$ cat config.mk
export PLATFORM = sky130hd
export DESIGN_NAME = clkdiv_multi_ch
export DESIGN_NICKNAME = d
export VERILOG_FILES = /design/src/rtl/clkdiv_pkg.sv /design/src/rtl/clkdiv_channel.sv /design/src/rtl/clkdiv_multi_ch.sv
export SDC_FILE = /design/constraint.sdc
export NUM_CORES = 1
export LEC_CHECK = 0
export CAP_MARGIN = 40
export CORE_MARGIN = 2
export CORE_UTILIZATION = 60
export DETAILED_ROUTE_END_ITERATION = 8
export GPL_ROUTABILITY_DRIVEN = 0
export HOLD_SLACK_MARGIN = 0.1
export PLACE_DENSITY = 0.78
export SLEW_MARGIN = 20
export SYNTH_ARGS = -nofsm -noshare
export SYNTH_HDL_FRONTEND = slang
export SYNTH_SLANG_ARGS = --single-unit
$ cat constraint.sdc
create_clock -name CLK -period 4.49 [get_ports CLK]
set_input_delay 0.449 -clock CLK [delete_from_list [all_inputs] [get_ports CLK]]
set_output_delay 0.449 -clock CLK [all_outputs]
set_load 0.01 [all_outputs]
$ cat src/rtl/clkdiv_pkg.sv
// Shared constants and a firmware-side helper for the multi-channel clock divider.
package clkdiv_pkg;

    localparam int          CNT_W_DEF        = 26;
    localparam int unsigned DEFAULT_HALF_DEF = 25_000_000;

    // Half-period in CLK cycles for a wanted output frequency (truncating).
    function automatic int unsigned half_from_hz(input longint unsigned clk_hz,
                                                 input longint unsigned out_hz);
        return 32'(clk_hz / (2 * out_hz));
    endfunction

endpackage

$ cat src/rtl/clkdiv_channel.sv
// One divider channel: 50% duty output of period 2*active_half, with a shadowed half-period write.
// Latency: write to pending is 1 cycle. Outputs are registered. There is no backpressure.
module clkdiv_channel
    import clkdiv_pkg::*;
#(
    parameter int          CNT_W        = CNT_W_DEF,
    parameter int unsigned DEFAULT_HALF = DEFAULT_HALF_DEF
) (
    input  logic             clk,
    input  logic             rst_n,
    input  logic             en,
    input  logic             sync,
    input  logic             wr_en,
    input  logic [CNT_W-1:0] wr_half,
    output logic             out_clk,
    output logic             tick,
    output logic             pending
);

    logic [CNT_W-1:0] cnt_q, cnt_d;
    logic [CNT_W-1:0] active_q, active_d;
    logic [CNT_W-1:0] shadow_q, shadow_d;
    logic             pend_q, pend_d;
    logic             out_q, out_d;
    logic             tick_q, tick_d;
    logic             boundary;
    logic [CNT_W-1:0] next_half;

    assign boundary = (cnt_q == active_q - CNT_W'(1));

    always_comb begin
        cnt_d     = cnt_q;
        active_d  = active_q;
        shadow_d  = shadow_q;
        pend_d    = pend_q;
        out_d     = out_q;
        tick_d    = 1'b0;
        next_half = pend_q ? shadow_q : active_q;
        if (sync) begin
            cnt_d    = '0;
            out_d    = 1'b0;
            pend_d   = 1'b0;
            active_d = wr_en ? wr_half : next_half;
        end else if (!en || active_q == '0) begin
            // Idle channel: drain any pending value now; a fresh write lands in the shadow first.
            cnt_d    = '0;
            out_d    = 1'b0;
            active_d = next_half;
            pend_d   = wr_en;
            if (wr_en) begin
                shadow_d = wr_half;
            end
        end else if (boundary) begin
            cnt_d    = '0;
            pend_d   = 1'b0;
            active_d = wr_en ? wr_half : next_half;
            // Parking at a boundary must not emit a one-cycle runt high.
            if (active_d == '0) begin
                out_d = 1'b0;
            end else begin
                out_d  = ~out_q;
                tick_d = ~out_q;
            end
        end else begin
            cnt_d = cnt_q + CNT_W'(1);
            if (wr_en) begin
                shadow_d = wr_half;
                pend_d   = 1'b1;
            end
        end
    end

    always_ff @(posedge clk or negedge rst_n) begin
        if (!rst_n) begin
            cnt_q    <= '0;
            active_q <= CNT_W'(DEFAULT_HALF);
            shadow_q <= '0;
            pend_q   <= 1'b0;
            out_q    <= 1'b0;
            tick_q   <= 1'b0;
        end else begin
            cnt_q    <= cnt_d;
            active_q <= active_d;
            shadow_q <= shadow_d;
            pend_q   <= pend_d;
            out_q    <= out_d;
            tick_q   <= tick_d;
        end
    end

    assign out_clk = out_q;
    assign tick    = tick_q;
    assign pending = pend_q;

endmodule

$ cat src/rtl/clkdiv_multi_ch.sv
// Multi-channel programmable clock/tick generator; decodes the write port and fans out SYNC.
// Latency: write to PENDING is 1 cycle. All outputs are registered. There is no backpressure.
module clkdiv_multi_ch
    import clkdiv_pkg::*;
#(
    parameter int          NUM_CH       = 4,
    parameter int          CNT_W        = CNT_W_DEF,
    parameter int unsigned DEFAULT_HALF = DEFAULT_HALF_DEF,
    parameter int          CH_W         = (NUM_CH > 1) ? $clog2(NUM_CH) : 1
) (
    input  logic              CLK,
    input  logic              RST_N,
    input  logic [NUM_CH-1:0] EN,
    input  logic              SYNC,
    input  logic              WR_EN,
    input  logic [CH_W-1:0]   WR_CH,
    input  logic [CNT_W-1:0]  WR_HALF,
    output logic [NUM_CH-1:0] OUTCLK,
    output logic [NUM_CH-1:0] TICK,
    output logic [NUM_CH-1:0] PENDING
);

    logic [NUM_CH-1:0] wr_sel;

    for (genvar i = 0; i < NUM_CH; i++) begin : g_ch
        // Out-of-range channel indices match no channel, so such writes fall away.
        assign wr_sel[i] = WR_EN && (32'(WR_CH) == i);

        clkdiv_channel #(
            .CNT_W        (CNT_W),
            .DEFAULT_HALF (DEFAULT_HALF)
        ) u_ch (
            .clk     (CLK),
            .rst_n   (RST_N),
            .en      (EN[i]),
            .sync    (SYNC),
            .wr_en   (wr_sel[i]),
            .wr_half (WR_HALF),
            .out_clk (OUTCLK[i]),
            .tick    (TICK[i]),
            .pending (PENDING[i])
        );
    end

endmodule

Word level (Yosys, flattened, before mapping):

Cells that the tools add are included.

* bitwise logic cells: 5
* reduce and logical (&&, ||, !) cells: 33
* add/sub/neg operators: 8
* muxes and demuxes: 88
* eq/ne operators: 11

Operators with widths (number)
* 26-bit two-way mux: 44
* 26-bit zero test: 8
* 26-bit by 1-bit adder with 26-bit output (second input constant): 4
* 26-bit == test: 4
* 26-bit by 1-bit subtractor with 26-bit output (second input constant): 4
* 1-bit two-way mux: 44
* 4-bit nonzero test: 4
* 3-bit nonzero test: 4
* 2-bit != test (second input constant): 4
* 2-bit AND reduction: 4
* 1-bit inverter: 5
* 2-bit == test (second input constant): 2
* 1-bit logical AND: 4
* 1-bit zero test: 4
* 1-bit logical OR: 4
* 2-bit by 1-bit == test with 1-bit output (second input constant): 1
* 2-bit zero test: 1

* input port bits: 36
* logic and storage cells: 169
* flip-flop bits (word level): 324

Depth between registers and ports, before layout:

* depth after elaboration: 8
* depth in mapped cells: 14

Cells and area by module:

Synthesis repeated with hierarchy kept, for this count alone.

* cells, all modules: 2606
* area total of the unflattened synthesis: 22836.9 um^2

Modules (own cells, without submodules)
* clkdiv_channel at g_ch[2].u_ch ...: area an instance 6532.5 um^2, times used 2, cells an instance 798
* clkdiv_channel at g_ch[0].u_ch ...: area an instance 4867.2 um^2, times used 2, cells an instance 503
* clkdiv_multi_ch: area an instance 37.5 um^2, times used 1, cells an instance 4

Least setup slack after synthesis:

No wires, ideal clock.

* path kind: register -> register
* from: register g_ch[2].u_ch.active_q[0]
* to: register g_ch[2].u_ch.shadow_q[10]
* arrival: 3.511 ns
* cell stages (with the launch flop): 13
* data required time: 4.365 ns
* setup time: 0.125 ns
* path slack: 0.854 ns
* clock period less this slack: 3.636 ns
* buffers on the path: 2
* cells stage by stage: dfrtp_1 > inv_1 > ha_1 > or3b_2 > clkbuf_1 > nor4_1 > a21oi_1 > a211o_1 > a31oi_1 > nor4b_2 > a2111oi_4 > buf_2 > mux2_2

* longest elaborated chain between the ends: 4

RTL lines
* start, declared: line clkdiv_channel.sv:21 `logic [CNT_W-1:0] active_q, active_d;`
* start signal, assigned: line clkdiv_channel.sv:76 `active_q <= CNT_W'(DEFAULT_HALF);`
* start signal, assigned: line clkdiv_channel.sv:83 `active_q <= active_d;`
* 26-bit by 1-bit subtractor with 26-bit output / 26-bit zero test (equally long branches): line clkdiv_channel.sv:29, clkdiv_channel.sv:44
* 26-bit == test / 1-bit logical OR (equally long branches): line clkdiv_channel.sv:29, clkdiv_channel.sv:44
* 2-bit != test (no line)
* 2-bit AND reduction (no line)
* end signal, assigned: line clkdiv_channel.sv:84 `shadow_q <= shadow_d;`
* end, declared: line clkdiv_channel.sv:22 `logic [CNT_W-1:0] shadow_q, shadow_d;`

Parallel ways exist; a longest one is shown, timed or not.
A chain may end at the register's enable or synchronous reset.

Final worst setup path:

* from: register g_ch[2].u_ch.active_q[0]
* to: register g_ch[2].u_ch.shadow_q[19]

The elaborated chain is that of the path after synthesis.

==> reports/results.tsv <==
metric	value	unit
hold_class	input port to flip-flop	
routed_via_density	6.57	
clkLatencyLatePin	0.55	ns
synth_top_cell_area_share	34.8	%
seq_power_share	44.1	%
cts_sinks	324	
cts.reportedPaths.clkPinSlew	0.06	ns
core	32500	sq um
reg2reg_depth	11	
path_max_fanout	26	
pre_cts_ws	0.587	ns
synth_top_cell_by_area	dfrtp_1	
die_height	186	microns
hold_slack	0.390	ns
whs_path_depth	3	
layout-drive-gt1-share	13.0	%
grt_pass1_vias	16300	
slowest_delay	0.56	ns
worstPathRequired	4.92	ns
comb_power_share	22.7	%
cts_tree	built	
route.vias.total	16800	
violations	DRC	
status	finished, violations left	
crit_type	flip-flop to flip-flop	
synth_seq_cells	324	
hold_viol_final	0	
grt_pass1_wl	86.9	mm
drt_iter0_drc	1465	
r2r_end	g_ch[2].u_ch.shadow_q[19]	
netlist_top_cells_area	dfrtp_1 (35%), dfstp_2 (6.4%), xnor2_1 (5.0%)	
setup_violations	0	
hpwl	36.4	mm
fmax	0.251	GHz
power_density	438	nW/um^2
port_buffers	47	
cp_top_family	simple AND/OR/NAND/NOR gates	
io-pin-count	48	
synth_ff_type	dfrtp_1	
max_slew_margin	50.7	%
n_antenna_cell	0	
max_slew.worst_pin.slew	0.740	ns
crit_chain	inv_1 > ha_1 > or3b_2 > nor4_1 > a21oi_1 > a211o_1 > a31oi_1 > nor4b_2 > a2111oi_4 > buf_4 > mux2_2	
leakagePower	8.98	nW
rr_startpoint	g_ch[2].u_ch.active_q[0]	
critPathSlowestCell	or3b_2	
cp_data_arrival_time	4.42	ns
clock_power_share	33.2	%
dieArea	34600	sq um
grt_start_max_net_pins	138	
p_int	6.48	mW
tns	0	ns
p_switching	3.11	mW
power	9.59	mW
cp-start-kind	flip-flop	
synth_seq_area_share	41.2	%
grt_util_all_layers	31.5	%
syn2layout_area_growth	10.3	%
vdd_drop_max	0.300	mV
p_sw_share	32.4	%
cp_num_buf_inv	2	
critPathCaptureType	flip-flop	
syn_nets	2176	
nets	2142	
fin_area	21900	sq um
avgSynthCellArea	9.33	sq um
register_area	8170	sq um
rsz0062_at_grt	false	
std_cell_rows	66	
fin_crit_sh	88.7	%
synth_edf_count	0	
max_cap_viol_count	0	
synthCells	2128	
cts_buffers	35	
timing.final.ws_setup	0.505	ns
cts_htree_levels	2	
antenna_found_initial	0	
post_dp_cell_area	20600	sq um
gr-total-overflow	0	
yosys_warnings	0	
drv_slew	0	
wire_per_inst	20.8	microns
first_pass_iters	8	
async_flop_share	100	%
fp.dieW	186	microns
cts_max_path_buffers	3	
clock-root-buffer	clkbuf_16	
nFillCells	2610	
skew	0.0184	ns
synth_cell_type_count	90	
drc	1	
worstHoldStart	SYNC	
multi_input_area	10800	sq um
ant_nets	0	
fin_crit	3.98	ns
start_util	61.0	%
r2r_setup_slack	0.51	ns
routed_wl	53.3	mm
synth_area	19800	sq um
holdPathEnd	g_ch[0].u_ch.pending	
[sequential cells by signal, indices dropped and copies added (netlist names)]
| register | cells |
|---|---|
| g_ch.u_ch.active_q | 104 |
| g_ch.u_ch.out_clk | 4 |
| g_ch.u_ch.cnt_q | 104 |
| g_ch.u_ch.tick | 4 |
| g_ch.u_ch.shadow_q | 104 |
| g_ch.u_ch.pending | 4 |
[cells by family after synthesis]
logic type,Yosys count,synth area share (%)
mux,87,5.26
buf+inv,207,4.45
xor+xnor,219,9.66
simple gates,883,23.8
fa+ha+maj,12,0.756
flops,324,41.2
compound gates,396,15.0
[synthesized netlist by cell type (22+ instances only)]
library cell	instances
a22oi_1	31
mux2_2	47
or3_1	22
nor4_1	70
dfrtp_1	276
inv_1	25
a21oi_1	53
a211o_1	29
nor2_1	185
nor3_1	44
a22o_1	27
o22ai_1	28
nand4_1	33
and3_1	101
nand2_1	174
a2bb2oi_1	25
nand3_1	94
nor3b_1	34
o2bb2ai_1	52
xnor2_1	114
xor2_1	105
dfstp_2	48
o21ai_0	45
clkbuf_1	128
or4_1	40
[worst max-delay path by stage]
| stage | cells after the start | endpoint | start | slack (ns) |
|---|---|---|---|---|
| global route | 11 | g_ch[2].u_ch.shadow_q[22] | g_ch[2].u_ch.active_q[0] | 0.16 |
| CTS | 9 | g_ch[3].u_ch.shadow_q[0] | g_ch[3].u_ch.active_q[10] | 0.57 |
| detailed placement | 9 | g_ch[3].u_ch.shadow_q[0] | g_ch[3].u_ch.active_q[10] | 0.59 |
| finish | 11 | g_ch[2].u_ch.shadow_q[19] | g_ch[2].u_ch.active_q[0] | 0.51 |
| global placement | 8 | g_ch[3].u_ch.active_q[5] | g_ch[3].u_ch.active_q[10] | 0.64 |
| floorplan | 12 | g_ch[2].u_ch.shadow_q[10] | g_ch[2].u_ch.active_q[0] | 0.85 |
[layer usage]
layer	up-vias	part of all wire (%)	global-route usage (%)
met4	0	3.9	13.0
met2	729	46	49.9
met5	-	0	0
met3	151	6.6	4.89
met1	8236	43	43.3
li1	7716	-	-
[cells in the final DEF (no fill, tap or decap), drive strengths merged, types with 12 or more instances in the layout]
cell type      instances
inv                   25
o21ai                 48
mux2                  79
nor2                 185
a22oi                 32
nand4                 33
or4                   41
buf                   64
xor2                 105
or3                   22
nor3                  44
clkbuf                46
a21oi                 54
nor4b                 14
and3                 101
nor3b                 34
ha                    12
dfrtp                276
o22ai                 29
dfstp                 48
xnor2                114
nand3                 94
nor4                  72
clkdlybuf4s50         45
a2bb2oi               25
nand2                175
a211o                 29
a22o                  27
o2bb2ai               52
[worst register-to-register path, delay by kind of cell, from the launching register on]
| family | cells | cell delay (ns) |
|---|---|---|
| and+or+nand+nor | 3 | 1.19 |
| adders and majority gates | 1 | 0.25 |
| muxes | 1 | 0.39 |
| buffers and inverters | 2 | 0.50 |
| DFF | 1 | 0.43 |
| AOI/OAI and AO/OA | 4 | 1.11 |
[timing repair]
action	4_1_cts	5_1_grt
setup endpoints to repair	0	0
hold buffers	1	0
resized for setup	0	0
endpoints found under the hold margin	54	0
setup buffers	0	0
[through the flow]
step	util, %	std cells
final	67.3	2562
after floorplan	-	2128
after global placement	63.3	2495
after global routing	67.3	2562
after detailed placement	63.4	2497
after CTS	67.2	2561
[power groups by stage]
stage / logic (mW) / registers, mW / clock network, mW
floorplan: 1.85 / 3.85 / 0
global placement: 2.07 / 4.21 / 0
detailed placement: 2.14 / 4.23 / 0
CTS: 2.16 / 4.20 / 3.23
global route: 2.40 / 4.30 / 3.35
finish: 2.18 / 4.23 / 3.18
[final cells by class]
type	instances	area share (%)
clock buffer	46	4.48
clock inverter	17	1.22
tap	442	2.53
sequential	324	37.3
multi-input combinational	1597	49.5
inverter	26	0.446
timing repair buffer	110	4.52
Power figures use the tool's default switching activity.
